File: config.mk
export PLATFORM = sky130hd
export DESIGN_NAME = vmem_arb
export DESIGN_NICKNAME = d
export VERILOG_FILES = /design/src/rtl/vga_pkg.sv /design/src/rtl/vmem_phase_cnt.sv /design/src/rtl/vmem_arb.sv
export SDC_FILE = /design/constraint.sdc
export NUM_CORES = 1
export LEC_CHECK = 0
export CORE_UTILIZATION = 43
export DETAILED_ROUTE_END_ITERATION = 12
export GPL_TIMING_DRIVEN = 0
export HOLD_SLACK_MARGIN = 0.02
export PLACE_DENSITY_LB_ADDON = 0.3
export SETUP_SLACK_MARGIN = 0.3
export SLEW_MARGIN = 15
export SYNTH_ARGS = -nofsm -noshare
export SYNTH_HDL_FRONTEND = slang
export SYNTH_SLANG_ARGS = --single-unit
File: constraint.sdc
create_clock -name MemClk -period 2.9 [get_ports MemClk]
set_clock_uncertainty 0.1 [all_clocks]
set_input_delay 0.87 -clock MemClk [delete_from_list [all_inputs] [get_ports MemClk]]
set_output_delay 0.87 -clock MemClk [all_outputs]
set_load 0.01 [all_outputs]
File: src/rtl/vga_pkg.sv
// Shared types and default timing for the frame-buffer SRAM arbiter.
// Also used by the bench SRAM model.
package vga_pkg;

    typedef enum logic [2:0] {
        IDLE,
        TURN,
        READ,
        WRITE_SETUP,
        WRITE_PULSE,
        WRITE_HOLD
    } state_t;

    typedef enum logic {
        OP_READ  = 1'b0,
        OP_WRITE = 1'b1
    } op_t;

    localparam int DEF_AWIDTH     = 19;
    localparam int DEF_DWIDTH     = 8;
    localparam int DEF_RDCYCLES   = 2;
    localparam int DEF_WRCYCLES   = 2;
    localparam int DEF_TURNCYCLES = 1;
    localparam int DEF_WRSTARVE   = 4;

    // Counter preload for a phase lasting the given number of cycles.
    function automatic logic [3:0] phase_load(input int cycles);
        return 4'(cycles - 1);
    endfunction

endpackage

File: src/rtl/vmem_phase_cnt.sv
// Loadable 4-bit down-counter with zero flag.
// Times the TURN, READ and WRITE_PULSE phases.
module vmem_phase_cnt (
    input  logic       clk,
    input  logic       rst_n,
    input  logic       load,
    input  logic [3:0] load_val,
    output logic       zero
);

    logic [3:0] count;

    always_ff @(posedge clk or negedge rst_n) begin
        if (!rst_n) begin
            count <= '0;
        end else if (load) begin
            count <= load_val;
        end else if (count != '0) begin
            count <= count - 4'd1;
        end
    end

    assign zero = (count == '0);

endmodule

File: src/rtl/vmem_arb.sv
// Read/write arbiter and strobe sequencer for the asynchronous
// frame-buffer SRAM; reads have priority, bounded by a starvation limit.
module vmem_arb
    import vga_pkg::*;
#(
    parameter int AWIDTH     = DEF_AWIDTH,
    parameter int DWIDTH     = DEF_DWIDTH,
    parameter int RDCYCLES   = DEF_RDCYCLES,
    parameter int WRCYCLES   = DEF_WRCYCLES,
    parameter int TURNCYCLES = DEF_TURNCYCLES,
    parameter int WRSTARVE   = DEF_WRSTARVE
) (
    input  logic              MemClk,
    input  logic              ResetN,
    input  logic              RdReq,
    input  logic [AWIDTH-1:0] RdAddr,
    output logic              RdAck,
    output logic [DWIDTH-1:0] RdData,
    output logic              RdDataValid,
    input  logic              WrReq,
    input  logic [AWIDTH-1:0] WrAddr,
    input  logic [DWIDTH-1:0] WrData,
    output logic              WrAck,
    output logic [AWIDTH-1:0] MemAddr,
    output logic [DWIDTH-1:0] MemDataOut,
    output logic              MemDataOe,
    input  logic [DWIDTH-1:0] MemDataIn,
    output logic              MemWE,
    output logic              MemOE,
    output logic              Busy
);

    state_t     state, state_nx;
    op_t        last_op, last_op_nx;
    op_t        pend_op, pend_op_nx;
    op_t        g_op;
    logic       rest, rest_nx;
    logic [3:0] sc;
    logic       rd_grant, wr_grant;
    logic       cnt_load, cnt_zero;
    logic [3:0] cnt_val;
    logic       rd_last;

    vmem_phase_cnt u_phase (
        .clk      (MemClk),
        .rst_n    (ResetN),
        .load     (cnt_load),
        .load_val (cnt_val),
        .zero     (cnt_zero)
    );

    // rest blocks granting for one IDLE cycle after each access and
    // for the first cycle out of reset.
    always_comb begin
        rd_grant = 1'b0;
        wr_grant = 1'b0;
        if (state == IDLE && !rest) begin
            if (sc >= 4'(WRSTARVE) && WrReq) begin
                wr_grant = 1'b1;
            end else if (RdReq) begin
                rd_grant = 1'b1;
            end else if (WrReq) begin
                wr_grant = 1'b1;
            end
        end
    end

    assign g_op    = wr_grant ? OP_WRITE : OP_READ;
    assign RdAck   = rd_grant;
    assign WrAck   = wr_grant;
    assign Busy    = (state != IDLE);
    assign rd_last = (state == READ) && cnt_zero;

    always_comb begin
        state_nx   = state;
        last_op_nx = last_op;
        pend_op_nx = pend_op;
        rest_nx    = 1'b0;
        cnt_load   = 1'b0;
        cnt_val    = '0;
        unique case (state)
            IDLE: begin
                if (rd_grant || wr_grant) begin
                    pend_op_nx = g_op;
                    if (g_op != last_op && TURNCYCLES > 0) begin
                        state_nx = TURN;
                        cnt_load = 1'b1;
                        cnt_val  = phase_load(TURNCYCLES);
                    end else if (wr_grant) begin
                        state_nx = WRITE_SETUP;
                    end else begin
                        state_nx = READ;
                        cnt_load = 1'b1;
                        cnt_val  = phase_load(RDCYCLES);
                    end
                end
            end
            TURN: begin
                if (cnt_zero) begin
                    if (pend_op == OP_WRITE) begin
                        state_nx = WRITE_SETUP;
                    end else begin
                        state_nx = READ;
                        cnt_load = 1'b1;
                        cnt_val  = phase_load(RDCYCLES);
                    end
                end
            end
            READ: begin
                if (cnt_zero) begin
                    state_nx   = IDLE;
                    last_op_nx = OP_READ;
                    rest_nx    = 1'b1;
                end
            end
            WRITE_SETUP: begin
                state_nx = WRITE_PULSE;
                cnt_load = 1'b1;
                cnt_val  = phase_load(WRCYCLES);
            end
            WRITE_PULSE: begin
                if (cnt_zero) begin
                    state_nx = WRITE_HOLD;
                end
            end
            WRITE_HOLD: begin
                state_nx   = IDLE;
                last_op_nx = OP_WRITE;
                rest_nx    = 1'b1;
            end
            default: begin
                state_nx = IDLE;
            end
        endcase
    end

    always_ff @(posedge MemClk or negedge ResetN) begin
        if (!ResetN) begin
            state   <= IDLE;
            last_op <= OP_READ;
            pend_op <= OP_READ;
            rest    <= 1'b1;
        end else begin
            state   <= state_nx;
            last_op <= last_op_nx;
            pend_op <= pend_op_nx;
            rest    <= rest_nx;
        end
    end

    // Strobes are registered from the next state so pins track the FSM.
    always_ff @(posedge MemClk or negedge ResetN) begin
        if (!ResetN) begin
            MemAddr     <= '0;
            MemDataOut  <= '0;
            MemDataOe   <= 1'b0;
            MemWE       <= 1'b1;
            MemOE       <= 1'b1;
            RdData      <= '0;
            RdDataValid <= 1'b0;
            sc          <= '0;
        end else begin
            MemOE       <= (state_nx != READ);
            MemWE       <= (state_nx != WRITE_PULSE);
            MemDataOe   <= (state_nx inside {WRITE_SETUP, WRITE_PULSE,
                                             WRITE_HOLD});
            RdDataValid <= rd_last;
            if (rd_last) begin
                RdData <= MemDataIn;
            end
            if (rd_grant) begin
                MemAddr <= RdAddr;
            end
            if (wr_grant) begin
                MemAddr    <= WrAddr;
                MemDataOut <= WrData;
            end
            if (!WrReq || wr_grant) begin
                sc <= '0;
            end else if (rd_grant && sc != 4'hF) begin
                sc <= sc + 4'd1;
            end
        end
    end

endmodule

* Yosys cells after proc, flatten, opt, wreduce, memory -nomap -nowiden
Cells that the tools add are included. Widths: inputs -> output; s select.
Cells by class: $mul 0, reductions and logical operators 19, $add $sub $neg 2, mux-type cells 38, bitwise logic cells 0, equality and inequality tests 13, divide/modulo/power cells 0, $lt $le $gt $ge 1, shift-type cells 0
Operators with widths (number):
- $mux 19 | 2
- $mux 1 | 22
- $mux 4 | 4
- $pmux 3 s5 | 1
- $eq 3x3->1 const B | 4
- $mux 3 | 4
- $eq 3x2->1 const B | 3
- $reduce_bool 2->1 | 4
- $pmux 1 s3 | 2
- $reduce_bool 3->1 | 2
- $add 4x1->4 const B | 1
- $ge 4x3->1 const B | 1
- $logic_and 1x1->1 | 4
- $logic_not 4->1 | 1
- $ne 4x4->1 const B | 1
- $pmux 1 s2 | 2
- $reduce_and 2->1 | 2
- $reduce_bool 4->1 | 1
- $sub 4x1->4 const B | 1
- $eq 3x1->1 const B | 1
- $logic_not 3->1 | 1
- $ne 3x2->1 const B | 1
- $ne 3x3->1 const B | 1
- $logic_not 1->1 | 2
- 4 further kinds | 5
Storage, ports and cells: input port bits 58, RAM bits 0, word-level logic and storage cells 86, memories kept 0, register bits 53, output and inout port bits 42, ROM bits 0, latch bits 0

* Depth between registers and ports, before layout
Gate-level depths: netlist (run 1).
depth after elaboration 11, depth in mapped cells 8

* Modules after synthesis
From an unflattened synthesis (run 1), not the netlist that was laid out.
Second synthesis, totals: cell total of the unflattened synthesis 210, area, all modules 2352.3 um^2
Modules (own cells, without submodules):
- vmem_arb | area an instance 2118.3 um^2, cells an instance 188, instances 1
- vmem_phase_cnt | area an instance 234.0 um^2, cells an instance 22, instances 1

* Worst setup path before layout (run 1)
No wires, ideal clock.
path type input to register, start input port RdReq, end register u_phase.count[1], path buffers 2, data arrival time 2484 ps, library setup time 94 ps, setup slack 222 ps, stages on the path 8, path through or3b_1 -> nand3_2 -> buf_2 -> buf_2 -> ha_1 -> a22oi_1 -> o32ai_2 -> a211oi_1
Between the ends: word-level cells in the longest chain between the ends 9, elaborated cells between the ends (all ways) 15
Ends and longest elaborated chain:
- start, declared | line vmem_arb.sv:15 | input logic RdReq,
- $mux 1 | line vmem_arb.sv:60 | end else if (RdReq) begin
- $mux 1 | line vmem_arb.sv:58 | if (sc >= 4'(WRSTARVE) && WrReq) begin
- $mux 1 | line vmem_arb.sv:57 | if (state == IDLE && !rest) begin
- $mux 1 | line vmem_arb.sv:68 | assign g_op = wr_grant ? OP_WRITE : OP_READ;
- $ne 1x1->1 | line vmem_arb.sv:85 | if (g_op != last_op && TURNCYCLES > 0) begin
- $mux 1 | line vmem_arb.sv:85
- $mux 1 * | line vmem_arb.sv:83 | if (rd_grant || wr_grant) begin
- $pmux 1 s3 * | line vmem_arb.sv:81 | unique case (state)
- $mux 4 / $reduce_bool 2->1 (equally long branches)
- end signal, assigned | line vmem_phase_cnt.sv:17 | count <= load_val;
- end signal, assigned | line vmem_phase_cnt.sv:19 | count <= count - 4'd1;
- end, declared | line vmem_phase_cnt.sv:11 | logic [3:0] count;
Mark *: on every way between the ends. The rest lies on a longest branch, timed or not. A chain may end at the register's enable or synchronous reset.

* Worst setup path after layout (run 1)
start input port RdReq, end output port WrAck
Between the ends: word-level cells in the longest chain between the ends 3
Ends and longest elaborated chain:
- $mux 1 | line vmem_arb.sv:60
- $mux 1 | line vmem_arb.sv:58
- $mux 1 | line vmem_arb.sv:57
- end, declared | line vmem_arb.sv:23 | output logic WrAck,
No other way between the ends.

==> results of run 1 <==
## flip-flops by register name, summed over array words and instances, names as in the netlist
signal,count
u_phase.count,4
RdDataValid,1
MemWE,1
MemDataOe,1
rest,1
last_op,1
RdData,8
MemAddr,19
MemOE,1
pend_op,1
state,3
sc,4
MemDataOut,8
## cell usage after synthesis (all sizes together), types with 4 or more instances
| cell | count | area (um^2) |
|---|---|---|
| nand2 | 51 | 191 |
| mux2 | 8 | 90.1 |
| a21oi | 43 | 215 |
| dfrtp | 50 | 1250 |
| inv | 8 | 30.0 |
| buf | 8 | 61.3 |
| nor2b | 4 | 25.0 |
| nor2 | 26 | 97.6 |
## path summary, 6_finish.rpt
path	start	endpoint	cells after the start	slack (ns)
max	RdReq	WrAck	6	0.21
min	MemDataOut[1]$_DFFE_PN0P_	MemDataOut[1]$_DFFE_PN0P_	2	0.38
max reg2reg	state[0]$_DFF_PN0_	u_phase.count[1]$_DFFE_PN0P_	10	0.36
min reg2reg	MemDataOut[1]$_DFFE_PN0P_	MemDataOut[1]$_DFFE_PN0P_	2	0.38
max in group asynchronous	ResetN	MemOE$_DFF_PN1_	2	1.63
min in group asynchronous	ResetN	u_phase.count[2]$_DFFE_PN0P_	1	0.45
## cell families after synthesis
group                    after synthesis
XOR/XNOR                               2
buffers and inverters                 19
adder cells (fa/ha/maj)                3
flip-flops                            53
multiplexers                          11
AO/OA/AOI/OAI                         59
AND/OR/NAND/NOR                       97
## per-layer routing
metal	vias up	share of wire, %	global-route usage, %
met5	-	0	0
met4	0	1.4	6.04
met3	9	8.4	7.50
met2	88	48	35.8
met1	1021	42	27.6
li1	1057	-	-
## layout make-up
class                      instances  area [um^2]  share of cell area, %
buffer                            11         92.6                   2.47
clock buffer                       5         68.8                   1.84
timing repair buffer             112         1090                   29.2
tap                               70         87.6                   2.34
inverter                           8         37.5                   1.00
sequential                        53         1330                   35.6
multi-input combinational        172         1010                   27.1
clock inverter                     3         17.5                  0.468
## where the power goes
group / switching (mW) / total, mW / leakage (nW) / internal, mW
Combinational: 1.00 / 2.17 / 1.03 / 1.17
Sequential: 0.198 / 1.29 / 0.629 / 1.09
Clock: 0.238 / 0.405 / 0.0439 / 0.167
Total: 1.44 / 3.87 / 1.70 / 2.43
## cells in the final DEF, fill, tap and decap left out, types with 2 or more instances in the layout
master / synthesis / final
clkdlybuf4s50_1: 0 / 93
nand2_1: 51 / 51
dfrtp_1: 50 / 47
a21oi_1: 43 / 43
nor2_1: 26 / 26
buf_4: 1 / 14
mux2_2: 8 / 8
inv_1: 7 / 7
clkbuf_8: 0 / 5
nor2b_1: 4 / 4
buf_6: 3 / 4
dfstp_2: 3 / 3
or3_1: 3 / 3
buf_2: 4 / 3
buf_8: 0 / 3
mux2i_1: 3 / 3
clkbuf_1: 3 / 3
ha_1: 3 / 3
dfrtp_2: 0 / 3
nand3_1: 2 / 2
o22a_1: 2 / 2
o21a_1: 2 / 2
xnor2_1: 2 / 2
nand2b_1: 2 / 2
clkinv_2: 0 / 2
## repair_timing
item                                    4_1_cts  5_1_grt
resized for setup                            34        4
pin swaps                                     3        2
endpoints found under the setup margin       10        6
hold buffers                                  0        0
setup buffers                                12        0
gates cloned                                  0        0
## worst max-delay path, cell delays in order
cell,delay (ns)
buf_8,0.07
or3b_4,0.38
nand3_4,0.13
inv_8,0.04
buf_8,0.11
buf_6,0.11
## metrics by stage
stage          std cells  area [um^2]  setup TNS (ns)  total power [mW]
3_5_place_dp         414         3520           -3.95              3.31
6_report             434         3750               0              3.87
3_3_place_gp         413         3500          -40.64              3.24
4_1_cts              434         3730               0              3.86
2_1_floorplan        244         2420               0              2.41
5_1_grt              434         3750               0              4.17
==> flow_summary.json, run 1 <==
{
  "cts_buffers": 5,
  "holdWs_ns": 0.383,
  "final_layout_size_suffix_gt1_share_pct": 15.7,
  "finalCritPeriodShare_pct": 92.7,
  "setup_violations": 0,
  "grt_max_degree": 30,
  "gp_congestion": 0.746,
  "hold_viol_final": 0,
  "final.min_clock_period_ns": 2.69,
  "dominantRegCellSynth": "dfrtp_1",
  "io_buffers": 99,
  "nFillCells": 431,
  "powerDensity_mw_per_mm2": 1030,
  "routed_via_density": 5.01,
  "synth.avg_cell_area_um2": 9.91,
  "core-area_mm2": 0.00527,
  "routed_wirelength_um": 6090,
  "vdd_ir_drop_max_mv": 0.543,
  "slew_viol_final": 0,
  "cts_tree": "built",
  "final_core_util_pct": 71.1,
  "htree_levels": 2,
  "grt_pass1_vias": 2192,
  "synth-simple-area-share_pct": 18.1,
  "num-nets-final": 424,
  "fmax_mhz": 372,
  "syn_inst": 244,
  "avgRoutedWirePerCell_um": 14.0,
  "maxCapViolations": 0,
  "grt_setup_unrepaired": "yes",
  "ioPinCount": 100,
  "place_ws_ns": -0.805,
  "power.leakage_nw": 1.70,
  "relSlewSlack_pct": 61.9,
  "cts.root.buffer_cell": "clkbuf_8",
  "start_kind": "primary input",
  "post-route-drc-count": 0,
  "rows": 26,
  "drtPass1Iterations": 4,
  "ant_nets": 0,
  "required_ns": 1.93,
  "detailedPlacementHpwl_um": 4280,
  "worst_pin_slew_ns": 0.572,
  "antennaDiodeCount": 0,
  "hold_path_class": "reg -> reg",
  "synth_nets": 305,
  "cts.clk_slew.worst_paths_ns": 0.09,
  "status": "finished clean",
  "synth_compound_area_share_pct": 15.4,
  "synthDistinctLibCells": 41,
  "drtIter0Drc": 83,
  "ys_async_sr_fraction_pct": 100,
  "ys_seq_area_share_pct": 55.0,
  "cts.sinks": 53,
  "vias": 2175,
  "crit_arrival_ns": 1.72,
  "synth_edf_count": 0,
  "antenna_found_initial": 0,
  "synthAdderAreaFrac_pct": 1.55,
  "critical_path.max_fanout": 2,
  "track_usage_pct": 21.9,
  "ys_warn_count": 0,
  "ys_ff_latch": 53,
  "clock_latency_ns": 0.30,
  "die_x_um": 77.0,
  "cp-end-kind": "output port",
  "cts_max_path_buffers": 2,
  "grt_first_pass_wirelength_um": 10200,
  "synth_top_family_by_area": "simple AND/OR/NAND/NOR gates",
  "crit_type": "in -> out",
  "setup_ws_ns": 0.212,
  "die_y_um": 77.0,
  "syn_area_mm2": 0.00242,
  "syn2layout_area_growth_pct": 55.0,
  "synth_xor_area_share_pct": 0.725,
  "start_util_pct": 45.9,
  "dieArea_mm2": 0.00593,
  "grt.overflow.total": 0,
  "muxShareOfSynthArea_pct": 4.97
}
(Power assumes the default switching activity.)
==> inputs of run 2 (changes only) <==
--- a/config.mk
+++ b/config.mk
@@ -5,7 +5,8 @@
 export SDC_FILE = /design/constraint.sdc
 export NUM_CORES = 1
 export LEC_CHECK = 0
-export CORE_UTILIZATION = 43
+export CORE_UTILIZATION = 44
+export CTS_BUF_LIST = sky130_fd_sc_hd__clkbuf_8
 export DETAILED_ROUTE_END_ITERATION = 12
 export GPL_TIMING_DRIVEN = 0
 export HOLD_SLACK_MARGIN = 0.02
==> flow_summary.json, run 2 (synthesis results as in run 1) <==
{
  "core-area_mm2": 0.00520,
  "post-route-drc-count": 0,
  "cp_cell_sequence": "buf_8 -> or3b_4 -> nand3_4 -> inv_6 -> buf_6 -> buf_6",
  "fmax_mhz": 374,
  "final_core_util_pct": 71.8,
  "worstRegToRegCells": 11,
  "maxCapViolations": 0,
  "grt.busiest_layer": "met2",
  "grt_setup_unrepaired": "yes",
  "final_layout_size_suffix_gt1_share_pct": 14.9,
  "cts.root.buffer_cell": "clkbuf_8",
  "routed_via_density": 5.05,
  "rows": 26,
  "syn2layout_area_growth_pct": 54.5,
  "path_common_cell": "buf_6",
  "cts.clk_slew.worst_paths_ns": 0.09,
  "drtPass1Iterations": 4,
  "hold_buffers": 0,
  "detailedPlacementHpwl_um": 4190,
  "final.min_clock_period_ns": 2.68,
  "use_met1_pct": 28.9,
  "antennaDiodeCount": 0,
  "status": "finished clean",
  "slew_viol_final": 0,
  "final_common_cell": "clkdlybuf4s50_1",
  "die_x_um": 76.1,
  "final_cell_mix": "clkdlybuf4s50_1, nand2_1, dfrtp_1",
  "worst_pin_slew_ns": 0.526,
  "setup_violations": 0,
  "dp_cells": 414,
  "powerDensity_mw_per_mm2": 1030,
  "crit_arrival_ns": 1.71,
  "antenna_found_initial": 0,
  "relSlewSlack_pct": 64.9,
  "hold_path_class": "reg -> reg",
  "num-nets-final": 422,
  "gp_congestion": 0.773,
  "cts_tree": "built",
  "grt_max_degree": 31,
  "start_kind": "primary input",
  "avgRoutedWirePerCell_um": 13.8,
  "critPathMaxStageDelay_ns": 0.38,
  "hold_viol_final": 0,
  "die_y_um": 76.1,
  "dieArea_mm2": 0.00579,
  "worst_path_max_delay_cell": "or3b_4",
  "cts_max_path_buffers": 2,
  "start_util_pct": 46.4,
  "whs_path_depth": 2,
  "clock_latency_ns": 0.30,
  "grt.overflow.total": 0,
  "drtIter0Drc": 94,
  "cts.sinks": 53,
  "reg_top3": "MemAddr (19), MemDataOut (8), RdData (8)",
  "htree_levels": 2,
  "crit_type": "in -> out",
  "routed_wirelength_um": 5960,
  "ioPinCount": 100,
  "power.leakage_nw": 1.70,
  "largest_register": "MemAddr",
  "critical_path.max_fanout": 3,
  "stdcell_count": 432,
  "largest_reg_flops": 19,
  "track_usage_pct": 21.8,
  "required_ns": 1.93,
  "grt_use_met2_pct": 36.2,
  "grt_pass1_vias": 2168,
  "met3_usage_pct": 5.63,
  "vdd_ir_drop_max_mv": 0.585,
  "io_buffers": 99,
  "finalCritPeriodShare_pct": 92.3,
  "cp-end-kind": "output port",
  "vias": 2181,
  "fin_tns_setup_ns": 0,
  "ant_nets": 0,
  "cts_buffers": 5,
  "grt_first_pass_wirelength_um": 10200
}
## run 2: cell types whose count changed in the layout (fill, tap and decap cells not counted), sizes merged
cell | previous run | this run
buf | 25 | 23
clkinv | 2 | 0
dlygate4sd2 | 1 | 2
inv | 8 | 9
## run 2: worst paths after layout
kind | startpoint | endpoint | slack (ns)
worst max register to register | state[2]$_DFF_PN0_ | u_phase.count[3]$_DFFE_PN0P_ | 0.34
worst min register to register | MemDataOut[5]$_DFFE_PN0P_ | MemDataOut[5]$_DFFE_PN0P_ | 0.38
worst min-delay path | MemDataOut[5]$_DFFE_PN0P_ | MemDataOut[5]$_DFFE_PN0P_ | 0.38
min in group asynchronous | ResetN | MemDataOut[4]$_DFFE_PN0P_ | 0.43
worst max-delay path | RdReq | WrAck | 0.22
max in group asynchronous | ResetN | rest$_DFF_PN1_ | 1.65
## run 2: cell type report
cell class / instances / area, um^2
multi-input cells: 172 / 1020
clock inverters: 2 / 11.3
flip-flops and latches: 53 / 1330
inverters: 8 / 35.0
repair buffers: 110 / 1080
clock buffers: 6 / 82.6
plain buffers: 11 / 81.3
fillers: 396 / 1470
well taps: 70 / 87.6
## run 2: critical path: cells and delay by family
family	cells	cell delay [ns]
and+or+nand+nor	2	0.51
buffers and inverters	4	0.33
## run 2: what timing repair did
item                       in CTS  in global routing
gates cloned                    0                  0
pin swaps                       2                  3
gates resized for setup        29                  5
buffers inserted                8                  2
setup endpoints to repair      10                  6
## run 2: per-layer routing
metal / routed length, um / vias up
met3: 421 / 6
met4: 41 / 0
met2: 2870 / 82
li1: - / 1050
met1: 2620 / 1043
met5: 0 / -
## run 2: stage by stage
stage	hold WS (ns)	setup WS, ns	cell area, um^2	total power [mW]
final	0.380	0.224	3730	3.84
after detailed placement	0.362	-0.763	3520	3.30
after floorplan	0.366	0.304	2420	2.41
after global routing	0.414	0.187	3730	4.14
after global placement	0.357	-0.767	3500	3.23
after CTS	0.386	0.237	3690	3.81
## run 2: where the power goes
part	total (mW)	internal [mW]	switching, mW
sequential	1.30	1.09	0.207
combinational	2.13	1.15	0.977
clock	0.419	0.191	0.228
total	3.84	2.43	1.41
